--- src/rtl/alu_pkg.sv ---
// Shared definitions for the sequential ALU: operation codes, FSM states
// and the signed-overflow rule used by the single-cycle datapath.
package alu_pkg;

    localparam logic [3:0] OP_PASS_S = 4'b0000;
    localparam logic [3:0] OP_PASS_R = 4'b0001;
    localparam logic [3:0] OP_INC    = 4'b0010;
    localparam logic [3:0] OP_DEC    = 4'b0011;
    localparam logic [3:0] OP_ADD    = 4'b0100;
    localparam logic [3:0] OP_SUB    = 4'b0101;
    localparam logic [3:0] OP_SHR    = 4'b0110;
    localparam logic [3:0] OP_SHL    = 4'b0111;
    localparam logic [3:0] OP_AND    = 4'b1000;
    localparam logic [3:0] OP_OR     = 4'b1001;
    localparam logic [3:0] OP_XOR    = 4'b1010;
    localparam logic [3:0] OP_NOT    = 4'b1011;
    localparam logic [3:0] OP_NEG    = 4'b1100;
    localparam logic [3:0] OP_MUL    = 4'b1101;
    localparam logic [3:0] OP_DIV    = 4'b1110;
    localparam logic [3:0] OP_ASR    = 4'b1111;

    typedef enum logic [0:0] {
        IDLE = 1'b0,
        ITER = 1'b1
    } state_t;

    // Two's-complement overflow from the operand and result sign bits.
    // Only the arithmetic ops can overflow; everything else reports 0.
    function automatic logic calc_v(input logic [3:0] op,
                                    input logic       r_msb,
                                    input logic       s_msb,
                                    input logic       y_msb);
        logic v;
        case (op)
            OP_INC:  v = ~s_msb & y_msb;
            OP_DEC:  v = s_msb & ~y_msb;
            OP_ADD:  v = (r_msb == s_msb) && (y_msb != r_msb);
            OP_SUB:  v = (r_msb != s_msb) && (y_msb != r_msb);
            OP_NEG:  v = s_msb & y_msb;
            default: v = 1'b0;
        endcase
        return v;
    endfunction

endpackage

--- src/rtl/seq_alu_if.sv ---
// Request/result bundle of the sequential ALU. The requester drives the
// operation and operands; the ALU returns status, results and flags.
interface seq_alu_if #(parameter int W = 16);

    logic         start;
    logic [3:0]   Alu_op;
    logic [W-1:0] R;
    logic [W-1:0] S;
    logic         busy;
    logic         done;
    logic [W-1:0] Y;
    logic [W-1:0] Y_hi;
    logic         N;
    logic         Z;
    logic         C;
    logic         V;

    modport master (
        output start, Alu_op, R, S,
        input  busy, done, Y, Y_hi, N, Z, C, V
    );

    modport slave (
        input  start, Alu_op, R, S,
        output busy, done, Y, Y_hi, N, Z, C, V
    );

endinterface

--- src/rtl/seq_alu_iter.sv ---
// Iterative engine shared by multiply and divide. One step per enabled
// edge: a shift-add for multiply, a restoring subtract for divide. The
// next-state values are exported so the owner can capture the final step
// on the same edge it is performed.
module seq_alu_iter #(
    parameter int W = 16
) (
    input  logic         clk,
    input  logic         load,
    input  logic         step,
    input  logic         mode,     // 0: multiply, 1: divide
    input  logic [W-1:0] r,
    input  logic [W-1:0] s,
    output logic [W-1:0] lo_next,  // product low word / quotient
    output logic [W-1:0] hi_next   // product high word / remainder
);

    logic [W-1:0] acc;    // product high half / partial remainder
    logic [W-1:0] quot;   // multiplier being shifted out / quotient being built
    logic [W-1:0] m;      // multiplicand / divisor
    logic         mode_q;

    logic [W:0]   sum;
    logic [W:0]   shifted;
    logic [W:0]   diff;

    // One shift-add or restoring-subtract step from the current registers.
    always_comb begin
        // NOTE: every output of a combinational block gets a default first so no path leaves it unassigned and a latch is inferred.
        sum     = '0;
        shifted = '0;
        diff    = '0;
        lo_next = quot;
        hi_next = acc;
        if (!mode_q) begin
            sum     = {1'b0, acc} + (quot[0] ? {1'b0, m} : '0);
            hi_next = sum[W:1];
            lo_next = {sum[0], quot[W-1:1]};
        end else begin
            shifted = {acc, quot[W-1]};
            diff    = shifted - {1'b0, m};
            if (shifted >= {1'b0, m}) begin
                hi_next = diff[W-1:0];
                lo_next = {quot[W-2:0], 1'b1};
            end else begin
                hi_next = shifted[W-1:0];
                lo_next = {quot[W-2:0], 1'b0};
            end
        end
    end

    // Load operands on accept, then advance one step per ITER edge.
    // NOTE: these are pure datapath registers, always loaded before use, so they carry no reset.
    always_ff @(posedge clk) begin
        // NOTE: sequential state uses non-blocking assignments so every register samples pre-edge values.
        if (load) begin
            acc    <= '0;
            quot   <= r;
            m      <= s;
            mode_q <= mode;
        end else if (step) begin
            acc  <= hi_next;
            quot <= lo_next;
        end
    end

endmodule

--- src/rtl/seq_alu.sv ---
// Registered ALU with start/busy/done handshake. Single-cycle ops finish
// at the accept edge; multiply and divide run W iterations in ITER.
module seq_alu
    import alu_pkg::*;
#(
    parameter int W  = 16,
    parameter int CW = $clog2(W) + 1
) (
    input  logic  clk,
    input  logic  reset_n,
    seq_alu_if.slave bus
);

    state_t        state;
    logic [CW-1:0] cnt;
    logic          mul_q;

    logic [W:0]    wide;    // {carry, result} of the single-cycle path
    logic [W-1:0]  sc_y;
    logic [W-1:0]  sc_hi;
    logic          sc_c;
    logic          sc_v;
    logic          is_multi;
    logic          accept;
    logic [W-1:0]  it_lo;
    logic [W-1:0]  it_hi;

    // Divide by zero bypasses the iterator and finishes in one cycle.
    assign is_multi = (bus.Alu_op == OP_MUL) ||
                      ((bus.Alu_op == OP_DIV) && (bus.S != '0));
    assign accept   = (state == IDLE) && bus.start;
    assign bus.busy = (state == ITER);

    seq_alu_iter #(.W(W)) u_iter (
        .clk     (clk),
        .load    (accept && is_multi),
        .step    (state == ITER),
        .mode    (bus.Alu_op == OP_DIV),
        .r       (bus.R),
        .s       (bus.S),
        .lo_next (it_lo),
        .hi_next (it_hi)
    );

    // Single-cycle datapath: result and carry as one (W+1)-bit value.
    always_comb begin
        wide  = '0;
        sc_hi = '0;
        case (bus.Alu_op)
            OP_PASS_S: wide = {1'b0, bus.S};
            OP_PASS_R: wide = {1'b0, bus.R};
            OP_INC:    wide = {1'b0, bus.S} + 1'b1;
            OP_DEC:    wide = {1'b0, bus.S} - 1'b1;
            OP_ADD:    wide = {1'b0, bus.R} + {1'b0, bus.S};
            OP_SUB:    wide = {1'b0, bus.R} - {1'b0, bus.S};
            OP_SHR:    wide = {bus.S[0], 1'b0, bus.S[W-1:1]};
            OP_SHL:    wide = {bus.S, 1'b0};
            OP_AND:    wide = {1'b0, bus.R & bus.S};
            OP_OR:     wide = {1'b0, bus.R | bus.S};
            OP_XOR:    wide = {1'b0, bus.R ^ bus.S};
            OP_NOT:    wide = {1'b0, ~bus.S};
            OP_NEG:    wide = {(W+1){1'b0}} - {1'b0, bus.S};
            OP_ASR:    wide = {bus.S[0], bus.S[W-1], bus.S[W-1:1]};
            OP_DIV: begin
                // Only reached with S == 0: saturated quotient, dividend as remainder.
                wide  = {1'b1, {W{1'b1}}};
                sc_hi = bus.R;
            end
            default:   wide = '0;
        endcase
        sc_y = wide[W-1:0];
        sc_c = wide[W];
        sc_v = calc_v(bus.Alu_op, bus.R[W-1], bus.S[W-1], wide[W-1]);
    end

    // FSM, iteration counter and registered results/flags.
    always_ff @(posedge clk) begin
        if (!reset_n) begin
            state    <= IDLE;
            cnt      <= '0;
            mul_q    <= 1'b0;
            bus.done <= 1'b0;
            bus.Y    <= '0;
            bus.Y_hi <= '0;
            bus.N    <= 1'b0;
            bus.Z    <= 1'b0;
            bus.C    <= 1'b0;
            bus.V    <= 1'b0;
        end else begin
            bus.done <= 1'b0;
            case (state)
                IDLE: begin
                    if (bus.start) begin
                        if (is_multi) begin
                            state <= ITER;
                            cnt   <= CW'(W);
                            mul_q <= (bus.Alu_op == OP_MUL);
                        end else begin
                            bus.Y    <= sc_y;
                            bus.Y_hi <= sc_hi;
                            bus.N    <= sc_y[W-1];
                            bus.Z    <= (sc_y == '0);
                            bus.C    <= sc_c;
                            bus.V    <= sc_v;
                            bus.done <= 1'b1;
                        end
                    end
                end
                ITER: begin
                    cnt <= cnt - CW'(1);
                    if (cnt == CW'(1)) begin
                        state    <= IDLE;
                        bus.Y    <= it_lo;
                        bus.Y_hi <= it_hi;
                        bus.N    <= it_lo[W-1];
                        bus.Z    <= (it_lo == '0);
                        bus.C    <= mul_q && (it_hi != '0);
                        bus.V    <= 1'b0;
                        bus.done <= 1'b1;
                    end
                end
                default: state <= IDLE;
            endcase
        end
    end

endmodule

--- src/flat_wrapper.sv ---
// flat-port wrapper written by rule: the top's interface ports become plain ports
module seq_alu_flat import alu_pkg::*;
#(
    parameter int W  = 16,
    parameter int CW = $clog2(W) + 1
)
  (clk, reset_n, bus_start, bus_Alu_op, bus_R, bus_S, bus_busy, bus_done, bus_Y, bus_Y_hi, bus_N, bus_Z, bus_C, bus_V);
  seq_alu_if #(.W(W)) bus_i ();
  input  logic clk;
  input  logic reset_n;
  input wire logic [$bits(bus_i.start)-1:0] bus_start;
  input wire logic [$bits(bus_i.Alu_op)-1:0] bus_Alu_op;
  input wire logic [$bits(bus_i.R)-1:0] bus_R;
  input wire logic [$bits(bus_i.S)-1:0] bus_S;
  output wire logic [$bits(bus_i.busy)-1:0] bus_busy;
  output wire logic [$bits(bus_i.done)-1:0] bus_done;
  output wire logic [$bits(bus_i.Y)-1:0] bus_Y;
  output wire logic [$bits(bus_i.Y_hi)-1:0] bus_Y_hi;
  output wire logic [$bits(bus_i.N)-1:0] bus_N;
  output wire logic [$bits(bus_i.Z)-1:0] bus_Z;
  output wire logic [$bits(bus_i.C)-1:0] bus_C;
  output wire logic [$bits(bus_i.V)-1:0] bus_V;
  assign bus_i.start = bus_start;
  assign bus_i.Alu_op = bus_Alu_op;
  assign bus_i.R = bus_R;
  assign bus_i.S = bus_S;
  assign bus_busy = bus_i.busy;
  assign bus_done = bus_i.done;
  assign bus_Y = bus_i.Y;
  assign bus_Y_hi = bus_i.Y_hi;
  assign bus_N = bus_i.N;
  assign bus_Z = bus_i.Z;
  assign bus_C = bus_i.C;
  assign bus_V = bus_i.V;
  seq_alu #(.W(W), .CW(CW)) u_core (.clk(clk), .reset_n(reset_n), .bus(bus_i));
endmodule
--- config.mk ---
export PLATFORM = sky130hd
export DESIGN_NAME = seq_alu_flat
export DESIGN_NICKNAME = d
export VERILOG_FILES = /design/src/rtl/alu_pkg.sv /design/src/rtl/seq_alu_if.sv /design/src/rtl/seq_alu_iter.sv /design/src/rtl/seq_alu.sv /design/src/flat_wrapper.sv
export SDC_FILE = /design/constraint.sdc
export NUM_CORES = 1
export LEC_CHECK = 0
export BUFFER_PORTS_ARGS = -buffer_cell sky130_fd_sc_hd__buf_4
export CAP_MARGIN = 25
export CORE_MARGIN = 2
export CORE_UTILIZATION = 50
export CTS_BUF_LIST = sky130_fd_sc_hd__clkbuf_8
export DETAILED_ROUTE_END_ITERATION = 12
export GPL_TIMING_DRIVEN = 0
export PLACE_DENSITY = 0.68
export SYNTH_ARGS = -nofsm -noshare
export SYNTH_HDL_FRONTEND = slang
export SYNTH_SLANG_ARGS = --single-unit
--- constraint.sdc ---
create_clock -name clk -period 4.96 [get_ports clk]
set_clock_uncertainty 0.05 [all_clocks]
set_input_delay 0.496 -clock clk [delete_from_list [all_inputs] [get_ports clk]]
set_output_delay 0.496 -clock clk [all_outputs]
set_load 0.05 [all_outputs]
==> results_dict.tcl <==
set metrics [dict create \
    final_net_count 1487 \
    diode_count 0 \
    r2r_cells 14 \
    syn_avg_cell_area_um2 7.70 \
    worst-endpoint-arrival_ns 5.07 \
    worstHoldPathType "in -> reg" \
    die_width_um 143 \
    total_placed_instance_area_um2 10600 \
    final_weighted_congestion_in_routability_driven_placement 0.991 \
    critPathSlowestCell "a2111oi_1" \
    synthFlopType "dfxtp_1" \
    floorplan.initialDensity_pct 51.5 \
    met2RoutedLength_um 16000 \
    power.ir.vdd_worst_v 0.000184 \
    sequential_cell_area_um2 2170 \
    largest_net_degree_at_the_start_of_global_routing 19 \
    tritoncts "built" \
    num_ports 77 \
    detail-route-antenna-nets 0 \
    result_of_the_run "completed" \
    worstPathCellList "buf_4 > buf_2 > buf_6 > buf_6 > buf_2 > nor3_4 > nand2b_1 > ha_1 > fa_1 > xor2_1 > o31ai_1 > a2111oi_1 > o211ai_1 > nor4_2 > and4_1 > nand2_1 > or4_1 > a31oi_1" \
    maxCapViolCount 0 \
    critical-path-top-delay-family "simple AND/OR/NAND/NOR gates" \
    layout_cell_share_with_drive_strength_beyond_1_pct 10.6 \
    die-height_um 143 \
    first_pass_iteration_count_of_the_detailed_router 5 \
    drt-total-wl_um 36400 \
    p_leak_nw 4.91 \
    dr_total_vias 10300 \
    holdWs_ns 0.312 \
    post_synth_edffs 33 \
    place.detailed.hpwl_um 28700 \
    finalHoldViolCount 0 \
    maximum_clock_frequency_mhz 208 \
    portBuffers 75 \
    tritoncts_num_sinks 92 \
    hold-path-endpoint "u_core.u_iter.m[15]$_DFFE_PP_" \
    grt_pass1_wl_um 55400 \
    placementRows 50 \
    synth_area_um2 9690 \
    post_syn_instances 1258 \
    remaining_drc_errors 0 \
    final.min_clock_period_ns 4.80 \
    design.core.area_um2 18800 \
    postSynthNetCount 1399 \
    ys_types 76 \
    max_slew.worst_pin.slew_ns 0.892 \
    r2r_setup_slack_ns 1.04 \
    yosysWarnings 0 \
    clk_root_buffer_cell "clkbuf_8" \
    initialDrtViolationCount 1116 \
    worstReg2RegStart "u_core.u_iter.quot[0]$_DFFE_PP_" \
    design.die.area_um2 20500 \
    finalMaxSlewViolations 0 \
    detail_route.wl_per_cell_um 22.6 \
    final_cell_area_um2 10800 \
    cp_slowest_stage_delay_ns 0.52 \
    critPathKind "in -> reg" \
    cts_htree_levels 3 \
    grt_pass1_vias 9519 \
    clkSlewWorstSetupHoldPaths_ns 0.10 \
    critical_path.startpoint_type "input port" \
    m1WireLength_um 15200 \
    cp.required_ns 5.23 \
    met3WireLength_um 3710 \
    r2r_end "u_core.bus.C$_SDFFE_PN0P_" \
    rsz0062_at_grt "false" \
    area.growth.synth_to_final_pct 11.8 \
    path_max_fanout 10 \
    synth.yosys.seq_area_share_pct 22.4 \
    track_usage_pct 35.7 \
    hold_path_depth 1 \
    yosys_register_bits 92 \
    worstSkewPairLatency_ns 0.40 \
    cp_num_buf_inv 5 \
    setup.worst_path.end_class "flop" \
    finalCritPeriodShare_pct 96.8 \
    antenna_found_initial 0 \
    cts-root-to-sink-buffers 2 \
    timing.slew.headroom_pct 40.6 \
    layout.filler_cells 1852 \
    routed.top_layer "met4" \
    async_reset_ff_share_pct 0 \
    routed_via_density 6.42 \
    cellPowerDensity_nw_per_um2 321 \
    hold_path_startpoint "bus_S[15]" \
    final-setup-viol-count 0 \
    numCtsBuffers 9 \
    area_occupied_by_multi_input_gates_um2 6970 \
    grt-ovfl-total 0 \
]
==> metrics by stage <==
stage / total power, mW / utilization, % / TNS (ns) / setup slack (ns) / instances
floorplan: 2.39 / - / 0 / 0.573 / 1258
global placement: 2.91 / 56.2 / -4.26 / -0.858 / 1593
detailed placement: 2.93 / 56.3 / -3.59 / -0.820 / 1595
CTS: 3.43 / 57.4 / 0 / 0.0577 / 1611
global route: 3.70 / 57.5 / 0 / 0.0104 / 1611
finish: 3.48 / 57.5 / 0 / 0.160 / 1611
==> cells in the mapped netlist (9+ instances only) <==
master	n	area [µm²]
and2_1	27	169
inv_1	72	270
a21boi_0	11	82.6
a221oi_1	10	87.6
nand2b_1	24	150
nor2b_1	15	93.8
edfxtp_1	33	991
a21oi_1	110	551
o21ai_0	82	410
xnor2_1	24	210
o211ai_1	21	158
xor2_1	20	175
a21o_1	38	285
nor3_1	30	150
nor2_1	114	428
nand3_1	31	155
mux2i_1	35	350
o22ai_1	13	81.3
a211oi_1	11	82.6
a31oi_1	13	81.3
clkbuf_1	38	143
dfxtp_1	59	1180
nand2_1	128	480
o21a_1	10	75.1
or3_1	9	56.3
a22oi_1	9	67.6
buf_2	13	65.1
ha_1	98	1230
mux2_2	10	113
==> worst max path at each step <==
| stage | startpoint | end | slack, ns | cells past startpoint |
|---|---|---|---|---|
| after floorplan | bus_Alu_op[0] | u_core.bus.Z$_SDFFE_PN0P_ | 0.57 | 17 |
| after global placement | bus_Alu_op[3] | u_core.bus.Z$_SDFFE_PN0P_ | -0.86 | 17 |
| after detailed placement | bus_Alu_op[0] | u_core.bus.Z$_SDFFE_PN0P_ | -0.82 | 18 |
| after CTS | bus_Alu_op[0] | u_core.bus.Z$_SDFFE_PN0P_ | 0.06 | 18 |
| after global routing | bus_Alu_op[0] | u_core.bus.Z$_SDFFE_PN0P_ | 0.01 | 18 |
| final | bus_Alu_op[0] | u_core.bus.Z$_SDFFE_PN0P_ | 0.16 | 18 |
==> cells in the final DEF (no fill, tap or decap), types with 27 or more instances in the layout <==
| cell | netlist | layout |
|---|---|---|
| nand3_1 | 31 | 31 |
| nand2_1 | 128 | 128 |
| inv_1 | 72 | 72 |
| mux2i_1 | 35 | 35 |
| o21ai_0 | 82 | 81 |
| ha_1 | 98 | 98 |
| and2_1 | 27 | 27 |
| nor2_1 | 114 | 114 |
| a21o_1 | 38 | 38 |
| buf_4 | 6 | 82 |
| nor3_1 | 30 | 28 |
| dfxtp_1 | 59 | 59 |
| a21oi_1 | 110 | 110 |
| edfxtp_1 | 33 | 33 |
| clkbuf_1 | 38 | 36 |
==> layer usage <==
metal	vias up	global-route usage (%)
li1	4785	-
met4	0	14.6
met3	121	5.84
met2	589	56.5
met1	4851	48.2
met5	-	0
==> cell families (layout without fill, tap and decap cells) <==
family / Yosys count / in the layout / synth area share (%)
buf+inv: 137 / 230 / 6.02
simple gates: 431 / 431 / 21.4
mux: 45 / 45 / 4.78
flops: 92 / 92 / 22.4
fa+ha+maj: 103 / 103 / 13.6
xor+xnor: 44 / 44 / 3.98
compound gates: 406 / 406 / 27.8
==> where the power goes <==
| group | switching [mW] | internal [mW] |
|---|---|---|
| clock | 0.311 | 0.194 |
| combinational | 1.19 | 0.767 |
| sequential | 0.124 | 0.886 |
| total | 1.63 | 1.85 |
==> what timing repair did <==
action | in CTS | in global routing
pin swaps | 0 | 0
buffers inserted | 0 | 0
endpoints found under the hold margin | 0 | 0
setup endpoints to repair | 4 | 2
resized for setup | 3 | 6
hold buffers | 0 | 0
==> layout make-up <==
type,instances,area share (%)
clock inverter,7,0.624
buffer,64,2.86
clock buffer,9,1.14
timing repair buffer,78,5.45
inverter,72,2.50
multi-input combinational,1029,64.4
tap,260,3.00
sequential,92,20.1
==> sequential cells by signal (all words and copies together), names as in the netlist, 5 cells and up <==
signal / cells
u_core.bus.Y_hi: 16
u_core.u_iter.acc: 16
u_core.u_iter.m: 16
u_core.u_iter.quot: 16
u_core.bus.Y: 15
u_core.cnt: 5
Power figures use the tool's default switching activity.
